**src/rtl/seq_detect_1101.sv**
```systemverilog
// Serial "1101" pattern detector with overlap, one-cycle registered match pulse
// and a saturating, synchronously clearable match counter.
module seq_detect_1101 #(
    parameter int CNT_W = 8
) (
    input  logic             clk,
    input  logic             rst,
    input  logic             en,
    input  logic             din,
    input  logic             clr,
    output logic             det,
    output logic [CNT_W-1:0] det_cnt,
    output logic [1:0]       state_o
);

    typedef enum logic [1:0] {
        S0   = 2'd0,
        S1   = 2'd1,
        S11  = 2'd2,
        S110 = 2'd3
    } state_t;

    state_t           state_q;
    state_t           state_d;
    logic             det_q;
    logic             det_d;
    logic [CNT_W-1:0] cnt_q;
    logic [CNT_W-1:0] cnt_d;

    // Holds at all-ones instead of wrapping.
    function automatic logic [CNT_W-1:0] sat_inc(input logic [CNT_W-1:0] v);
        if (v == {CNT_W{1'b1}}) begin
            sat_inc = v;
        end else begin
            sat_inc = v + CNT_W'(1);
        end
    endfunction

    // Next-state, match pulse and counter update.
    always_comb begin
        state_d = state_q;
        det_d   = 1'b0;
        cnt_d   = cnt_q;
        if (en) begin
            case (state_q)
                S0:      state_d = din ? S1  : S0;
                S1:      state_d = din ? S11 : S0;
                S11:     state_d = din ? S11 : S110;
                S110: begin
                    // Match keeps the trailing "1" so overlapping patterns count.
                    state_d = din ? S1 : S0;
                    det_d   = din;
                end
                default: state_d = S0;
            endcase
        end else begin
            state_d = state_q;
        end
        if (clr) begin
            cnt_d = '0;
        end else if (det_d) begin
            cnt_d = sat_inc(cnt_q);
        end else begin
            cnt_d = cnt_q;
        end
    end

    // State, pulse and counter registers.
    always_ff @(posedge clk or posedge rst) begin
        if (rst) begin
            state_q <= S0;
            det_q   <= 1'b0;
            cnt_q   <= '0;
        end else begin
            state_q <= state_d;
            det_q   <= det_d;
            cnt_q   <= cnt_d;
        end
    end

    assign det     = det_q;
    assign det_cnt = cnt_q;
    assign state_o = state_q;

endmodule

```
**config.mk**
```make
export PLATFORM = sky130hd
export DESIGN_NAME = seq_detect_1101
export DESIGN_NICKNAME = d
export VERILOG_FILES = /design/src/rtl/seq_detect_1101.sv
export SDC_FILE = /design/constraint.sdc
export NUM_CORES = 1
export LEC_CHECK = 0
export CAP_MARGIN = 20
export CORE_MARGIN = 3
export CORE_UTILIZATION = 46
export DETAILED_ROUTE_END_ITERATION = 6
export PLACE_DENSITY = 0.75
export SYNTH_ARGS = -nofsm -noshare
export SYNTH_HDL_FRONTEND = slang
export SYNTH_SLANG_ARGS = --single-unit
export TNS_END_PERCENT = 1
```
**constraint.sdc**
```tcl
create_clock -name clk -period 2 [get_ports clk]
set_clock_uncertainty 0.15 [all_clocks]
set_input_delay 0.4 -clock clk [delete_from_list [all_inputs] [get_ports clk]]
set_output_delay 0.4 -clock clk [all_outputs]
set_load 0.02 [all_outputs]
```
==> impl_metrics.json, run 1 <==
{
  "tritoncts": "yes",
  "grt_max_degree": 12,
  "ys_warn_count": 0,
  "irDropWorstVdd_mv": 0.439,
  "crit_path_cell_trace": "clkdlybuf4s50_1",
  "clockRootBuffer": "clkbuf_4",
  "insertion_delay_ns": 0.28,
  "wirelength_microns": 1220,
  "fin_nets": 88,
  "period_share_pct": 96.9,
  "synthCells": 58,
  "start_kind": "register",
  "p_leak_nw": 0.425,
  "postCtsSetupBuffers": 0,
  "wl_met1_microns": 562,
  "die_w_microns": 43.4,
  "drc": 0,
  "cp-end-kind": "output port",
  "cpPeakStageDelay_ns": 0.65,
  "hp-class": "primary input to async pin",
  "io_buffers": 15,
  "setup_viol_count_final": 0,
  "numCtsBuffers": 3,
  "slew_headroom_pct": 72.5,
  "clock_sinks": 11,
  "fin_crit_ns": 1.94,
  "start_util_pct": 53.6,
  "h-tree-depth": 1,
  "ios": 16,
  "clockBufferDepth": 2,
  "wl_met3_microns": 57,
  "grt_overflow": 0,
  "vias": 486,
  "n_antenna_cell": 0,
  "fill_cells": 96,
  "finalMaxSlewViolations": 0,
  "postSynthAreaPerCell_sq_um": 11.1,
  "coreArea_sq_mm": 0.00120,
  "row_count": 12,
  "grt_pass1_wl_microns": 2150,
  "regArea_sq_um": 275,
  "wl_met2_microns": 558,
  "vias_per_cell": 5.28,
  "cp_top_family": "buffers and inverters",
  "dp_hpwl_microns": 952,
  "fin_setup_tns_ns": 0,
  "drive_gt1_share_pct": 17.9,
  "crit_slowest_cell": "clkdlybuf4s50_1",
  "ys_ff_latch": 11,
  "grt_pass1_vias": 484,
  "rsz0062_at_grt": "no",
  "place_congestion": 0.818,
  "wl_per_cell_microns": 13.2,
  "yosysUniqueCellTypes": 22,
  "layout.cells.non_filler": 92,
  "synthesis.area_sq_um": 644,
  "die_area_sq_mm": 0.00189,
  "power_mw": 0.549,
  "crit_type": "register to output port",
  "die_h_microns": 43.4,
  "cp.required_ns": 1.45,
  "drtAntennaViolNets": 0,
  "placed_cells": 88,
  "status": "finished clean",
  "fmax_mhz": 516,
  "finalHoldViolCount": 0,
  "cts.clk_slew.worst_paths_ns": 0.08,
  "multi_input_area_sq_um": 343,
  "tightest_slew_ns": 0.412,
  "power_density_mw_per_mm2": 646,
  "synth.net_count": 67,
  "areaGrowthSynthToFinish_pct": 31.8,
  "grt_usage_pct": 15.5,
  "worst_ep_arrival_time_ns": 1.39,
  "yosysSeqAreaShare_pct": 42.7,
  "top_layer": "met4",
  "cp_max_fo": 4,
  "firstDrtPassIters": 4,
  "drv_cap": 0,
  "antenna_found_initial": 0,
  "worst-path-buf-inv": 1,
  "initialDrtViolationCount": 3
}
[per-stage QoR]
| step | cell area, sq um | hold slack (ns) | worst slack [ns] | util, % |
|---|---|---|---|---|
| final | 850 | 0.254 | 0.0626 | 70.7 |
| after global routing | 850 | 0.300 | 0.00358 | 70.7 |
| after CTS | 847 | 0.271 | 0.0430 | 70.5 |
| after detailed placement | 820 | 0.423 | 0.0347 | 68.2 |
| after global placement | 820 | 0.408 | 0.0646 | 68.2 |
| after floorplan | 644 | 0.102 | 0.302 | - |
[registers in the layout (all words and copies together) (netlist names)]
signal and flops:
state_o 2, det_cnt 8, det 1
[report_power, final]
group | total (mW) | internal, mW | switching [mW]
combinational | 0.134 | 0.0684 | 0.0660
clock | 0.156 | 0.0742 | 0.0816
sequential | 0.258 | 0.238 | 0.0201
total | 0.549 | 0.381 | 0.168
[cells in the mapped netlist]
cell type,number,share of area (%)
dfrtp_1,11,43
and3_2,1,1.2
nand4_4,1,3.3
buf_4,2,2.3
nand3_1,2,1.6
o21ai_2,1,1.4
and2b_1,1,1.2
nand4_1,1,0.97
and3_1,2,1.9
mux2_4,1,2.3
ha_1,4,7.8
and2_1,2,1.9
mux2i_1,3,4.7
o211ai_1,1,1.2
nor2_1,10,5.8
o2111ai_1,1,1.4
xor2_1,6,8.2
inv_1,3,1.7
o211ai_4,1,3.3
nor2_2,1,0.97
nand3_4,1,2.7
a21oi_1,2,1.6
[placed cells by master, fill, tap and decap left out]
cell type	n
clkdlybuf4s50_1	14
dfrtp_1	11
nor2_1	10
xor2_1	6
ha_1	4
mux2i_1	3
inv_1	3
clkbuf_4	3
buf_4	3
a21oi_1	2
and3_1	2
nand3_1	2
and2_1	2
nand3_4	1
nand4_4	1
o21ai_2	1
o211ai_1	1
and3_2	1
o211ai_4	1
o2111ai_1	1
nand4_1	1
and2b_1	1
nor2_2	1
mux2_4	1
clkinv_2	1
dlymetal6s2s_1	1
[cell type report]
| class | count | share of cell area, % |
|---|---|---|
| Multi-Input combinational cell | 42 | 40.4 |
| Sequential cell | 11 | 32.4 |
| Timing Repair Buffer | 18 | 20.6 |
| Clock buffer | 3 | 2.65 |
| Tap cell | 14 | 2.06 |
| Inverter | 3 | 1.33 |
| Clock inverter | 1 | 0.589 |
[worst register-to-register path, delay by kind of cell, from the launching register on]
kind	cells	cell delay (ns)
AO/OA/AOI/OAI	1	0.08
adder cells (fa/ha/maj)	1	0.21
buffers and inverters	1	0.17
flip-flops	1	0.43
multiplexers	1	0.21
AND/OR/NAND/NOR	2	0.25
[layer usage]
metal | track usage, % | up-vias
met5 | 0 | -
met4 | 10.8 | 0
met3 | 2.90 | 5
met2 | 22.7 | 14
met1 | 20.5 | 225
li1 | - | 242
[worst paths after layout]
check | slack [ns] | startpoint | depth (start not counted) | endpoint
max reg2reg | 0.40 | state_o[0] | 6 | det_cnt[1]
max in group asynchronous | 1.15 | rst | 2 | det_cnt[6]
min in group clk | 0.44 | det_cnt[0] | 2 | det_cnt[0]
max | 0.06 | det_cnt[7] | 1 | det_cnt[7]
min | 0.25 | rst | 2 | det_cnt[7]
min reg2reg | 0.44 | det_cnt[0] | 2 | det_cnt[0]
[what timing repair did]
| action | 4_1_cts | 5_1_grt |
|---|---|---|
| hold buffers | 0 | 0 |
| hold endpoints to repair | 0 | 0 |
| endpoints found under the setup margin | 0 | 1 |
| resized for setup | 0 | 1 |
[kinds of logic after synthesis]
group	synth area share, %
mux	6.99
flops	42.7
fa+ha+maj	7.77
compound gates	8.74
buf+inv	4.08
xor+xnor	8.16
simple gates	21.6
Power figures use the tool's default switching activity.
==> run 2, diff against run 1 <==
--- a/config.mk
+++ b/config.mk
@@ -10,6 +10,7 @@
 export CORE_UTILIZATION = 46
 export DETAILED_ROUTE_END_ITERATION = 6
 export PLACE_DENSITY = 0.75
+export REMOVE_ABC_BUFFERS = 1
 export SYNTH_ARGS = -nofsm -noshare
 export SYNTH_HDL_FRONTEND = slang
 export SYNTH_SLANG_ARGS = --single-unit
==> run 2 against run 1 <==
- clock power fell by 6%
- non-clock buffer count rose by 1
- global-route usage fell by 0.18 points
- worst setup slack improved by 0.023 ns
- core utilization rose by 0.52 points
- clock-buffer cell count rose by 1
==> impl_metrics.json, run 2 (synthesis gave the netlist of run 1 again) <==
{
  "slew_headroom_pct": 71.7,
  "fin_nets": 89,
  "firstDrtPassIters": 4,
  "largest_reg_flops": 8,
  "period_share_pct": 95.7,
  "tightest_slew_ns": 0.424,
  "drc": 0,
  "crit_slowest_cell": "clkdlybuf4s50_1",
  "worst_ep_arrival_time_ns": 1.36,
  "die_area_sq_mm": 0.00189,
  "grt_overflow": 0,
  "dp_hpwl_microns": 929,
  "grt_usage_pct": 15.4,
  "vias": 485,
  "crit_path_cell_trace": "clkdlybuf4s50_1",
  "place_congestion": 0.721,
  "grt_pass1_wl_microns": 2130,
  "die_w_microns": 43.4,
  "grt_max_degree": 12,
  "clock_sinks": 11,
  "final_cell_mix": "clkdlybuf4s50_1 (14), dfrtp_1 (11), nor2_1 (10)",
  "coreArea_sq_mm": 0.00120,
  "grt_pass1_vias": 454,
  "fin_setup_tns_ns": 0,
  "h-tree-depth": 1,
  "layout_commonest_cell": "clkdlybuf4s50_1",
  "cts.clk_slew.worst_paths_ns": 0.07,
  "finalMaxSlewViolations": 0,
  "ios": 16,
  "fmax_mhz": 522,
  "io_buffers": 15,
  "cpPeakStageDelay_ns": 0.64,
  "wl_per_cell_microns": 13.0,
  "rsz0062_at_grt": "no",
  "areaGrowthSynthToFinish_pct": 32.8,
  "fin_crit_ns": 1.91,
  "cts_hold_buf": 0,
  "crit_type": "register to output port",
  "start_kind": "register",
  "initialDrtViolationCount": 8,
  "finalHoldViolCount": 0,
  "cp_top_family": "buffers and inverters",
  "drv_cap": 0,
  "row_count": 12,
  "hp-class": "primary input to async pin",
  "wirelength_microns": 1210,
  "numCtsBuffers": 3,
  "drtAntennaViolNets": 0,
  "drive_gt1_share_pct": 17.7,
  "antenna_found_initial": 0,
  "insertion_delay_ns": 0.26,
  "setup_viol_count_final": 0,
  "irDropWorstVdd_mv": 0.368,
  "die_h_microns": 43.4,
  "status": "finished clean",
  "clockBufferDepth": 2,
  "fill_cells": 102,
  "n_antenna_cell": 0,
  "p_leak_nw": 0.427,
  "cp_max_fo": 5,
  "cp-end-kind": "output port",
  "postCtsSetupBuffers": 0,
  "start_util_pct": 53.6,
  "clockRootBuffer": "clkbuf_4",
  "fin_util_pct": 71.3,
  "worst-path-buf-inv": 1,
  "cp.required_ns": 1.45,
  "power_density_mw_per_mm2": 638,
  "tritoncts": "yes",
  "vias_per_cell": 5.22
}
run 2: changes by cell type in the layout (fill, tap and decap cells not counted):
cell      delta
buf_4        +1
clkinv_2     -1
clkbuf_1     +1
run 2: per-stage QoR:
| stage | hold slack [ns] | area [sq um] | power [mW] | std cells | setup slack, ns |
|---|---|---|---|---|---|
| 2_1_floorplan | 0.102 | 629 | 0.335 | 56 | 0.240 |
| 3_3_place_gp | 0.416 | 827 | 0.396 | 89 | 0.120 |
| 3_5_place_dp | 0.426 | 827 | 0.405 | 89 | 0.117 |
| 4_1_cts | 0.281 | 853 | 0.553 | 93 | 0.0266 |
| 5_1_grt | 0.300 | 856 | 0.590 | 93 | 0.0138 |
| 6_report | 0.272 | 856 | 0.546 | 93 | 0.0854 |
run 2: path summary, 6_finish.rpt:
path	start	end	slack (ns)	depth (start not counted)
min reg2reg	det_cnt[1]	det_cnt[1]	0.43	2
max reg2reg	det_cnt[0]	det_cnt[7]	0.39	5
max in group asynchronous	rst	det_cnt[0]	1.13	2
max	det_cnt[2]	det_cnt[2]	0.09	1
min in group clk	det_cnt[1]	det_cnt[1]	0.43	2
min	rst	det_cnt[4]	0.27	2
run 2: layout make-up:
class	count	area [sq um]	share of cell area (%)
Tap cell	14	17.5	2.05
Timing Repair Buffer	19	183	21.3
Sequential cell	11	275	32.2
Inverter	3	11.3	1.32
Clock buffer	4	26.3	3.07
Multi-Input combinational cell	42	343	40.1
run 2: power by group:
part | total (mW) | switching, mW | internal [mW]
combinational | 0.139 | 0.0688 | 0.0698
sequential | 0.260 | 0.0212 | 0.238
clock | 0.147 | 0.0704 | 0.0771
total | 0.546 | 0.160 | 0.385
run 2: per-layer routing:
metal / GRT usage (%) / vias up / routed length (microns)
met5: 0 / - / 0
met4: 3.61 / 0 / 5
met3: 8.30 / 2 / 89
met2: 22.4 / 13 / 552
met1: 19.9 / 228 / 562
li1: - / 242 / -
run 2: what timing repair did:
action	in CTS	in global routing
gates resized for setup	0	1
setup endpoints to repair	0	1
hold endpoints to repair	0	0
==> run 3, diff against run 2 <==
--- a/config.mk
+++ b/config.mk
@@ -9,6 +9,7 @@
 export CORE_MARGIN = 3
 export CORE_UTILIZATION = 46
 export DETAILED_ROUTE_END_ITERATION = 6
+export MAX_ROUTING_LAYER = met4
 export PLACE_DENSITY = 0.75
 export REMOVE_ABC_BUFFERS = 1
 export SYNTH_ARGS = -nofsm -noshare
==> constraint.sdc (replaced) <==
create_clock -name clk -period 2 [get_ports clk]
set_clock_uncertainty 0.15 [all_clocks]
set_input_delay 0.4 -clock clk [delete_from_list [all_inputs] [get_ports clk]]
set_output_delay 0.4 -clock clk [all_outputs]
set_load 0.05 [all_outputs]
==> run 3 against run 2 <==
- clock-buffer cell count did not move
- worst setup slack got worse by 0.021 ns
- combinational power rose by 22%
- core utilization fell by 2.3 points
- critical path depth did not move
- critical endpoint is now det
- die area did not move
- first-iteration DRC count did not move
- sequential power barely moved
==> impl_metrics.json, run 3 (synthesis gave the netlist of run 1 again) <==
{
  "grt_max_degree": 12,
  "slew_headroom_pct": 67.2,
  "tritoncts": "yes",
  "place_congestion": 0.767,
  "row_count": 12,
  "die_h_microns": 43.4,
  "drv_cap": 0,
  "h-tree-depth": 1,
  "cp_top_family": "buffers and inverters",
  "crit_path_cell_trace": "clkdlybuf4s50_1",
  "fin_setup_tns_ns": 0,
  "period_share_pct": 96.8,
  "power_density_mw_per_mm2": 700,
  "fin_nets": 89,
  "rsz0062_at_grt": "no",
  "cpPeakStageDelay_ns": 0.79,
  "coreArea_sq_mm": 0.00120,
  "finalMaxSlewViolations": 0,
  "finalHoldViolCount": 0,
  "firstDrtPassIters": 4,
  "tightest_slew_ns": 0.490,
  "worst_ep_arrival_time_ns": 1.39,
  "drive_gt1_share_pct": 30.4,
  "grt_usage_pct": 16.2,
  "grt_overflow": 0,
  "hp-class": "primary input to async pin",
  "grt_pass1_wl_microns": 2250,
  "wirelength_microns": 1250,
  "grt_pass1_vias": 491,
  "cts_resized": 0,
  "insertion_delay_ns": 0.27,
  "layout_commonest_cell": "buf_4",
  "setup_viol_count_final": 0,
  "clockBufferDepth": 2,
  "cp_max_fo": 1,
  "postCtsSetupBuffers": 0,
  "vias": 473,
  "cts_hold_buf": 0,
  "die_area_sq_mm": 0.00189,
  "start_kind": "register",
  "cp-end-kind": "output port",
  "final_cell_mix": "buf_4 (14), dfrtp_1 (11), nor2_1 (10)",
  "drtAntennaViolNets": 0,
  "clockRootBuffer": "clkbuf_4",
  "fin_crit_ns": 1.94,
  "ios": 16,
  "drc": 0,
  "worst-path-buf-inv": 1,
  "numCtsBuffers": 3,
  "p_leak_nw": 0.426,
  "power_mw": 0.580,
  "crit_type": "register to output port",
  "cts.clk_slew.worst_paths_ns": 0.08,
  "largest_reg_flops": 8,
  "crit_slowest_cell": "clkdlybuf4s50_1",
  "status": "finished clean",
  "cp.required_ns": 1.45,
  "initialDrtViolationCount": 8,
  "r2r-start": "det_cnt[0]",
  "antenna_found_initial": 0,
  "fmax_mhz": 517,
  "vias_per_cell": 5.09,
  "dp_hpwl_microns": 969,
  "die_w_microns": 43.4,
  "wl_per_cell_microns": 13.5,
  "n_antenna_cell": 0,
  "cp-startpoint": "det",
  "io_buffers": 15,
  "irDropWorstVdd_mv": 0.716,
  "areaGrowthSynthToFinish_pct": 28.5,
  "start_util_pct": 53.6,
  "clock_sinks": 11
}
run 3: changes by cell type in the layout (fill, tap and decap cells not counted), sizes merged:
cell	before	now
dlymetal6s2s	1	0
buf	4	14
clkdlybuf4s50	14	5
run 3: worst paths after layout:
check                              to  slack (ns)  cells after the start
max                               det        0.06                      1
min                        det_cnt[7]        0.28                      2
max reg2reg                det_cnt[7]        0.38                      5
min reg2reg                state_o[0]        0.46                      2
max in group asynchronous  state_o[0]        1.12                      2
min in group clk           state_o[0]        0.46                      2
run 3: layout make-up:
| type | instances | area (sq um) |
|---|---|---|
| inverter | 3 | 11.3 |
| fill | 99 | 373 |
| multi-input combinational | 42 | 343 |
| tap | 14 | 17.5 |
| sequential | 11 | 275 |
| timing repair buffer | 19 | 155 |
| clock buffer | 4 | 26.3 |
run 3: power breakdown:
group	switching (mW)	internal [mW]
combinational	0.106	0.0641
clock	0.0746	0.0770
sequential	0.0194	0.238
run 3: stage by stage:
stage / util [%] / instances / hold WS (ns) / worst slack, ns / area (sq um)
2_1_floorplan: - / 56 / 0.102 / 0.0186 / 629
3_3_place_gp: 66.8 / 89 / 0.420 / 0.122 / 802
3_5_place_dp: 66.8 / 89 / 0.429 / 0.105 / 802
4_1_cts: 69.0 / 93 / 0.307 / 0.0526 / 828
5_1_grt: 69.0 / 93 / 0.331 / 0.0286 / 828
6_report: 69.0 / 93 / 0.279 / 0.0645 / 828
run 3: metal layers:
layer	routed length [microns]	track usage, %
met5	0	-
met1	597	20.9
met3	68	5.39
met4	13	3.61
met2	574	24.8
